$ cat src/rtl/sys_ctrl_gen.sv
// Command controller: decodes UART command frames into register-file and ALU
// transactions and streams read/ALU results into the TX FIFO, LS byte first.
module sys_ctrl_gen #(
   parameter int DATA_WIDTH     = 8,
   parameter int ADDR_WIDTH     = 4,
   parameter int FUN_WIDTH      = 4,
   parameter int RES_BYTES      = 2,
   parameter int TIMEOUT_CYCLES = 4096,
   parameter logic [DATA_WIDTH-1:0] CMD_RF_WR   = 'hAA,
   parameter logic [DATA_WIDTH-1:0] CMD_RF_RD   = 'hBB,
   parameter logic [DATA_WIDTH-1:0] CMD_ALU_OP  = 'hCC,
   parameter logic [DATA_WIDTH-1:0] CMD_ALU_NOP = 'hDD
) (
   input  logic                            CLK,
   input  logic                            RST,
   input  logic [DATA_WIDTH-1:0]           RX_P_DATA,
   input  logic                            RX_D_VLD,
   output logic [ADDR_WIDTH-1:0]           RF_ADDR,
   output logic [DATA_WIDTH-1:0]           RF_WR_DATA,
   output logic                            RF_WR_EN,
   output logic                            RF_RD_EN,
   input  logic [DATA_WIDTH-1:0]           RF_RD_DATA,
   input  logic                            RF_RD_DATA_VLD,
   output logic [FUN_WIDTH-1:0]            ALU_FUN,
   output logic                            ALU_EN,
   output logic                            ALU_CLK_EN,
   input  logic [RES_BYTES*DATA_WIDTH-1:0] ALU_OUT,
   input  logic                            ALU_OUT_VLD,
   output logic [DATA_WIDTH-1:0]           FIFO_WR_DATA,
   output logic                            FIFO_WR_INC,
   input  logic                            FIFO_FULL,
   output logic                            ERR_FLAG,
   output logic                            BUSY
);

   localparam int RES_W = RES_BYTES * DATA_WIDTH;
   localparam int TMO_W = (TIMEOUT_CYCLES > 1) ? $clog2(TIMEOUT_CYCLES) : 1;
   localparam int CNT_W = $clog2(RES_BYTES + 1);
   localparam bit TMO_EN = (TIMEOUT_CYCLES != 0);
   localparam logic [TMO_W-1:0] TMO_LAST = (TIMEOUT_CYCLES > 0) ? TMO_W'(TIMEOUT_CYCLES - 1) : '0;

   typedef enum logic [3:0] {
      S_IDLE, S_RFW_ADDR, S_RFW_DATA, S_RFR_ADDR, S_RFR_WAIT,
      S_ALU_A, S_ALU_B, S_ALU_FUN, S_ALU_WAIT, S_TX_PUSH
   } state_t;

   state_t              state_q, state_d;
   logic [TMO_W-1:0]    tmo_q, tmo_d;
   logic [RES_W-1:0]    tx_buf_q;
   logic [CNT_W-1:0]    cnt_q;
   logic [ADDR_WIDTH-1:0] rf_addr_q;
   logic [DATA_WIDTH-1:0] rf_wr_data_q, fifo_wr_data_q;
   logic [FUN_WIDTH-1:0]  alu_fun_q;
   logic                rf_wr_en_q, rf_rd_en_q, alu_en_q, alu_clk_en_q;
   logic                fifo_wr_inc_q, err_q, busy_q;
   logic                err_d, evt;

   // evt marks an accepted byte or completion; it restarts the frame timeout.
   always_comb begin
      state_d = state_q;
      tmo_d   = '0;
      err_d   = 1'b0;
      evt     = 1'b0;
      case (state_q)
         S_IDLE: begin
            if (RX_D_VLD) begin
               if (RX_P_DATA == CMD_RF_WR)        state_d = S_RFW_ADDR;
               else if (RX_P_DATA == CMD_RF_RD)   state_d = S_RFR_ADDR;
               else if (RX_P_DATA == CMD_ALU_OP)  state_d = S_ALU_A;
               else if (RX_P_DATA == CMD_ALU_NOP) state_d = S_ALU_FUN;
               else                               err_d   = 1'b1;
            end
         end
         S_RFW_ADDR: if (RX_D_VLD) begin evt = 1'b1; state_d = S_RFW_DATA; end
         S_RFW_DATA: if (RX_D_VLD) begin evt = 1'b1; state_d = S_IDLE;     end
         S_RFR_ADDR: if (RX_D_VLD) begin evt = 1'b1; state_d = S_RFR_WAIT; end
         S_ALU_A:    if (RX_D_VLD) begin evt = 1'b1; state_d = S_ALU_B;    end
         S_ALU_B:    if (RX_D_VLD) begin evt = 1'b1; state_d = S_ALU_FUN;  end
         S_ALU_FUN:  if (RX_D_VLD) begin evt = 1'b1; state_d = S_ALU_WAIT; end
         S_RFR_WAIT: begin
            err_d = RX_D_VLD;
            if (RF_RD_DATA_VLD) begin evt = 1'b1; state_d = S_TX_PUSH; end
         end
         S_ALU_WAIT: begin
            err_d = RX_D_VLD;
            if (ALU_OUT_VLD) begin evt = 1'b1; state_d = S_TX_PUSH; end
         end
         S_TX_PUSH: begin
            err_d = RX_D_VLD;
            if (!FIFO_FULL && cnt_q <= CNT_W'(1)) state_d = S_IDLE;
         end
         default: state_d = S_IDLE;
      endcase
      if (TMO_EN && state_q != S_IDLE && state_q != S_TX_PUSH && !evt) begin
         if (tmo_q == TMO_LAST) begin
            err_d   = 1'b1;
            state_d = S_IDLE;
         end else begin
            tmo_d = tmo_q + 1'b1;
         end
      end
   end

   always_ff @(posedge CLK) begin
      if (RST) begin
         state_q        <= S_IDLE;
         tmo_q          <= '0;
         tx_buf_q       <= '0;
         cnt_q          <= '0;
         rf_addr_q      <= '0;
         rf_wr_data_q   <= '0;
         fifo_wr_data_q <= '0;
         alu_fun_q      <= '0;
         rf_wr_en_q     <= 1'b0;
         rf_rd_en_q     <= 1'b0;
         alu_en_q       <= 1'b0;
         alu_clk_en_q   <= 1'b0;
         fifo_wr_inc_q  <= 1'b0;
         err_q          <= 1'b0;
         busy_q         <= 1'b0;
      end else begin
         state_q       <= state_d;
         tmo_q         <= tmo_d;
         err_q         <= err_d;
         busy_q        <= (state_d != S_IDLE);
         alu_clk_en_q  <= (state_d == S_ALU_FUN) || (state_d == S_ALU_WAIT);
         rf_wr_en_q    <= 1'b0;
         rf_rd_en_q    <= 1'b0;
         alu_en_q      <= 1'b0;
         fifo_wr_inc_q <= 1'b0;
         case (state_q)
            S_RFW_ADDR: if (RX_D_VLD) rf_addr_q <= RX_P_DATA[ADDR_WIDTH-1:0];
            S_RFW_DATA: if (RX_D_VLD) begin
               rf_wr_en_q   <= 1'b1;
               rf_wr_data_q <= RX_P_DATA;
            end
            S_RFR_ADDR: if (RX_D_VLD) begin
               rf_rd_en_q <= 1'b1;
               rf_addr_q  <= RX_P_DATA[ADDR_WIDTH-1:0];
            end
            S_RFR_WAIT: if (RF_RD_DATA_VLD) begin
               tx_buf_q <= RES_W'(RF_RD_DATA);
               cnt_q    <= CNT_W'(1);
            end
            // ALU operands live in RF locations 0 and 1.
            S_ALU_A: if (RX_D_VLD) begin
               rf_wr_en_q   <= 1'b1;
               rf_addr_q    <= '0;
               rf_wr_data_q <= RX_P_DATA;
            end
            S_ALU_B: if (RX_D_VLD) begin
               rf_wr_en_q   <= 1'b1;
               rf_addr_q    <= ADDR_WIDTH'(1);
               rf_wr_data_q <= RX_P_DATA;
            end
            S_ALU_FUN: if (RX_D_VLD) begin
               alu_en_q  <= 1'b1;
               alu_fun_q <= RX_P_DATA[FUN_WIDTH-1:0];
            end
            S_ALU_WAIT: if (ALU_OUT_VLD) begin
               tx_buf_q <= ALU_OUT;
               cnt_q    <= CNT_W'(RES_BYTES);
            end
            S_TX_PUSH: if (!FIFO_FULL) begin
               fifo_wr_inc_q  <= 1'b1;
               fifo_wr_data_q <= tx_buf_q[DATA_WIDTH-1:0];
               tx_buf_q       <= tx_buf_q >> DATA_WIDTH;
               cnt_q          <= cnt_q - 1'b1;
            end
            default: ;
         endcase
      end
   end

   assign RF_ADDR      = rf_addr_q;
   assign RF_WR_DATA   = rf_wr_data_q;
   assign RF_WR_EN     = rf_wr_en_q;
   assign RF_RD_EN     = rf_rd_en_q;
   assign ALU_FUN      = alu_fun_q;
   assign ALU_EN       = alu_en_q;
   assign ALU_CLK_EN   = alu_clk_en_q;
   assign FIFO_WR_DATA = fifo_wr_data_q;
   assign FIFO_WR_INC  = fifo_wr_inc_q;
   assign ERR_FLAG     = err_q;
   assign BUSY         = busy_q;

endmodule
$ cat config.mk
export PLATFORM = sky130hd
export DESIGN_NAME = sys_ctrl_gen
export DESIGN_NICKNAME = d
export VERILOG_FILES = /design/src/rtl/sys_ctrl_gen.sv
export SDC_FILE = /design/constraint.sdc
export NUM_CORES = 1
export LEC_CHECK = 0
export CAP_MARGIN = 20
export CORE_AREA = 2 2 118 120
export CTS_CLUSTER_DIAMETER = 150
export DETAILED_ROUTE_END_ITERATION = 7
export DIE_AREA = 0 0 120 122
export GPL_TIMING_DRIVEN = 0
export HOLD_SLACK_MARGIN = 0.02
export PLACE_DENSITY = 0.38
export SYNTH_ARGS = -nofsm -noshare
export SYNTH_HDL_FRONTEND = slang
export SYNTH_SLANG_ARGS = --single-unit
$ cat constraint.sdc
create_clock -name CLK -period 2.1 [get_ports CLK]
set_input_delay 0.21 -clock CLK [delete_from_list [all_inputs] [get_ports CLK]]
set_output_delay 0.21 -clock CLK [all_outputs]
set_load 0.05 [all_outputs]
==> results.yml <==
status:
  status: "finished clean"
grt:
  overflow: 0
  grt_max_degree: 13
  grt_usage_pct: 12.2
  grt_pass1_vias: 2615
  grt_pass1_wl_mm: 13.7
  antenna_found_initial: 0
floorplan:
  die_h_um: 122
  die_w_um: 120
  placeableCoreArea_sq_mm: 0.0135
  die-area_sq_mm: 0.0146
  initial_core_util_pct: 22.3
  rows: 43
  io_pins: 69
min_path:
  whs_endpoint: "RF_WR_EN"
  whs_path_depth: 3
  hp-class: "in -> reg"
  hold_start: "RX_D_VLD"
finish:
  post-route-util_pct: 31.2
  area_growth_syn_to_layout_pct: 40.2
  layout-drive-gt1-share_pct: 9.39
  diodes: 0
  fin_nets: 461
worst_setup_path:
  critical_path_required_ns: 2.36
  setup.worst_path.end_class: "register"
  worstSetupStartpointType: "primary input"
  reg2regPathDepth: 7
  path_class: "in -> reg"
  r2r-start: "tmo_q[0]"
  rrSetupSlack_ns: 0.24
  worstPathMaxFanout: 5
  crit_arrival_ns: 2.15
  reg2reg_to: "tmo_q[6]"
yosys:
  ys_top_cells_by_count: "dfxtp_1 (65), nor2_1 (46), nand2_1 (39)"
  ys_ff_latch: 65
  synth_area_leaders: "dfxtp_1 (43%), mux2i_1 (9.3%), nor2_1 (5.7%), a21oi_1 (5.3%), nand2_1 (4.9%)"
  synth.most_common_cell: "dfxtp_1"
  avgSynthCellArea_sq_um: 8.79
  synth_edf_count: 0
  synthDistinctLibCells: 51
  ys_async_sr_fraction_pct: 0
  syn_nets: 382
  syn_inst: 342
  synth_flop_cell: "dfxtp_1"
  yosysTopAreaCell: "dfxtp_1"
  syn_area_sq_mm: 0.00301
  ys.warnings.count: 0
  ys_seq_area_share_pct: 43.3
  yosysTopAreaCellShare_pct: 43.3
timing:
  layout_setup_ws_ns: 0.212
  worst_slew_pin_slew_ns: 0.645
  finClkSkew_ns: 0.00771
  fmax_mhz: 530
  fin_hold_ws_ns: 0.311
  finalHoldViolCount: 0
  period_minus_slack_ns: 1.89
  maxSlewViolCount: 0
  setup_violations: 0
  slew_headroom_pct: 57.0
  rsz0062_at_grt: "false"
  timing.final.crit_share_pct: 89.9
flow_run:
  drv_cap: 0
route:
  drtAntennaViolNets: 0
  wirelength_mm: 8.53
  routedWlPerCell_um: 14.1
  vias_per_cell: 4.35
  first_pass_iters: 4
  via_count: 2638
  drt-initial-drc-count: 107
  remaining_drc_errors: 0
placed_design:
  port_buffers: 67
  dp_slack_ns: -0.177
  dpl.hpwl_mm: 6.42
  place_congestion: 0.788
clock_network:
  cts_root_buf: "clkbuf_16"
  clk_path_buf_depth: 2
  insertion_delay_ns: 0.34
  cts_tree: "built"
  cts_made_buffers: 9
  htreeDepth: 3
  cts.sinks: 65
  path_clk_slew_ns: 0.05
  postCtsHoldBufs: 0
power_and_ir_drop:
  p_leak_nw: 1.46
  power_density_mw_per_mm2: 692
  ir_drop_mv: 0.364
-- critical path, cell delays in order --
cell	delay (ns)
clkdlybuf4s50_1	0.57
and4bb_1	0.29
o211a_1	0.26
a2111oi_2	0.56
nand2_1	0.09
a21oi_1	0.16
-- routing by layer --
metal / global-route usage (%) / part of all wire, % / vias to the layer above
met4: 6.18 / 2.2 / 0
met3: 3.23 / 4.2 / 10
met5: 0 / 0 / -
met1: 15.5 / 48 / 1219
met2: 19.1 / 45 / 54
li1: - / - / 1355
-- final cells by class --
cell class / instances / area [sq um]
timing repair buffer: 68 / 678
multi-input combinational: 250 / 1560
clock inverter: 6 / 67.6
fill: 1445 / 9290
buffer: 21 / 126
tap: 180 / 225
clock buffer: 10 / 239
sequential: 65 / 1300
inverter: 6 / 22.5
-- where the power goes --
group,switching [mW],internal (mW)
Sequential,0.00197,1.24
Combinational,0.0769,0.0847
Clock,0.565,0.952
Total,0.644,2.27
-- sequential cells by signal, indices dropped and copies added (netlist names), 2 cells and up --
name and cells:
RF_WR_DATA 8, tx_buf_q 16, state_q 4, tmo_q 12, RF_ADDR 4, ALU_FUN 4
FIFO_WR_DATA 8, cnt_q 2
-- how the worst max path moves through the flow --
stage | slack [ns] | from | end | cells after the start
CTS | 0.09 | state_q[2] | tx_buf_q[6] | 8
global placement | -0.19 | RX_P_DATA[1] | BUSY | 5
finish | 0.21 | RX_P_DATA[1] | ALU_CLK_EN | 6
floorplan | 0.46 | state_q[2] | tx_buf_q[2] | 8
global route | 0.03 | tmo_q[0] | tmo_q[4] | 7
detailed placement | -0.18 | RX_P_DATA[1] | ALU_CLK_EN | 6
-- layout by cell type (no fill, tap or decap), drive strengths merged, types with 2 or more instances in the layout --
master,netlist,routed
ha,2,2
buf,16,17
o211ai,8,8
nor4b,2,2
xor2,4,4
o211a,2,2
or3,2,2
nand3b,2,2
o21ai,5,5
a211o,2,2
nand3,16,16
and4,3,3
clkinvlp,0,2
clkdlybuf4s50,0,67
mux2i,28,28
clkinv,0,3
a21oi,32,32
dfxtp,65,65
a2111oi,2,2
nand2b,9,9
nor2b,4,4
xnor2,8,8
nor4,3,3
o21a,4,4
nand4,2,2
nor3,5,5
inv,6,6
nand2,39,39
and2,3,3
nor2,47,47
clkbuf,5,15
o2111ai,2,2
-- cells by family after synthesis --
| kind of cell | after synthesis | synth area share, % |
|---|---|---|
| buffers and inverters | 27 | 4.95 |
| and+or+nand+nor | 144 | 23.8 |
| xor gates and xnor gates | 12 | 3.49 |
| muxes | 28 | 9.32 |
| DFF | 65 | 43.3 |
| AOI/OAI and AO/OA | 64 | 14.4 |
| adders and majority gates | 2 | 0.832 |
-- timing repair --
action | in CTS | in global routing
resized for setup | 0 | 0
endpoints found under the hold margin | 0 | 0
setup buffers | 0 | 1
setup endpoints to repair | 0 | 7
-- stage by stage --
step	TNS (ns)	cells	power, mW	instance area [sq um]
after detailed placement	-0.490	589	1.43	3900
after floorplan	0	342	1.32	3010
final	0	606	2.92	4220
after global routing	0	606	3.04	4220
after global placement	-0.488	589	1.43	3900
after CTS	0	605	2.97	4210
No activity file was read; power rests on OpenSTA's default activity.
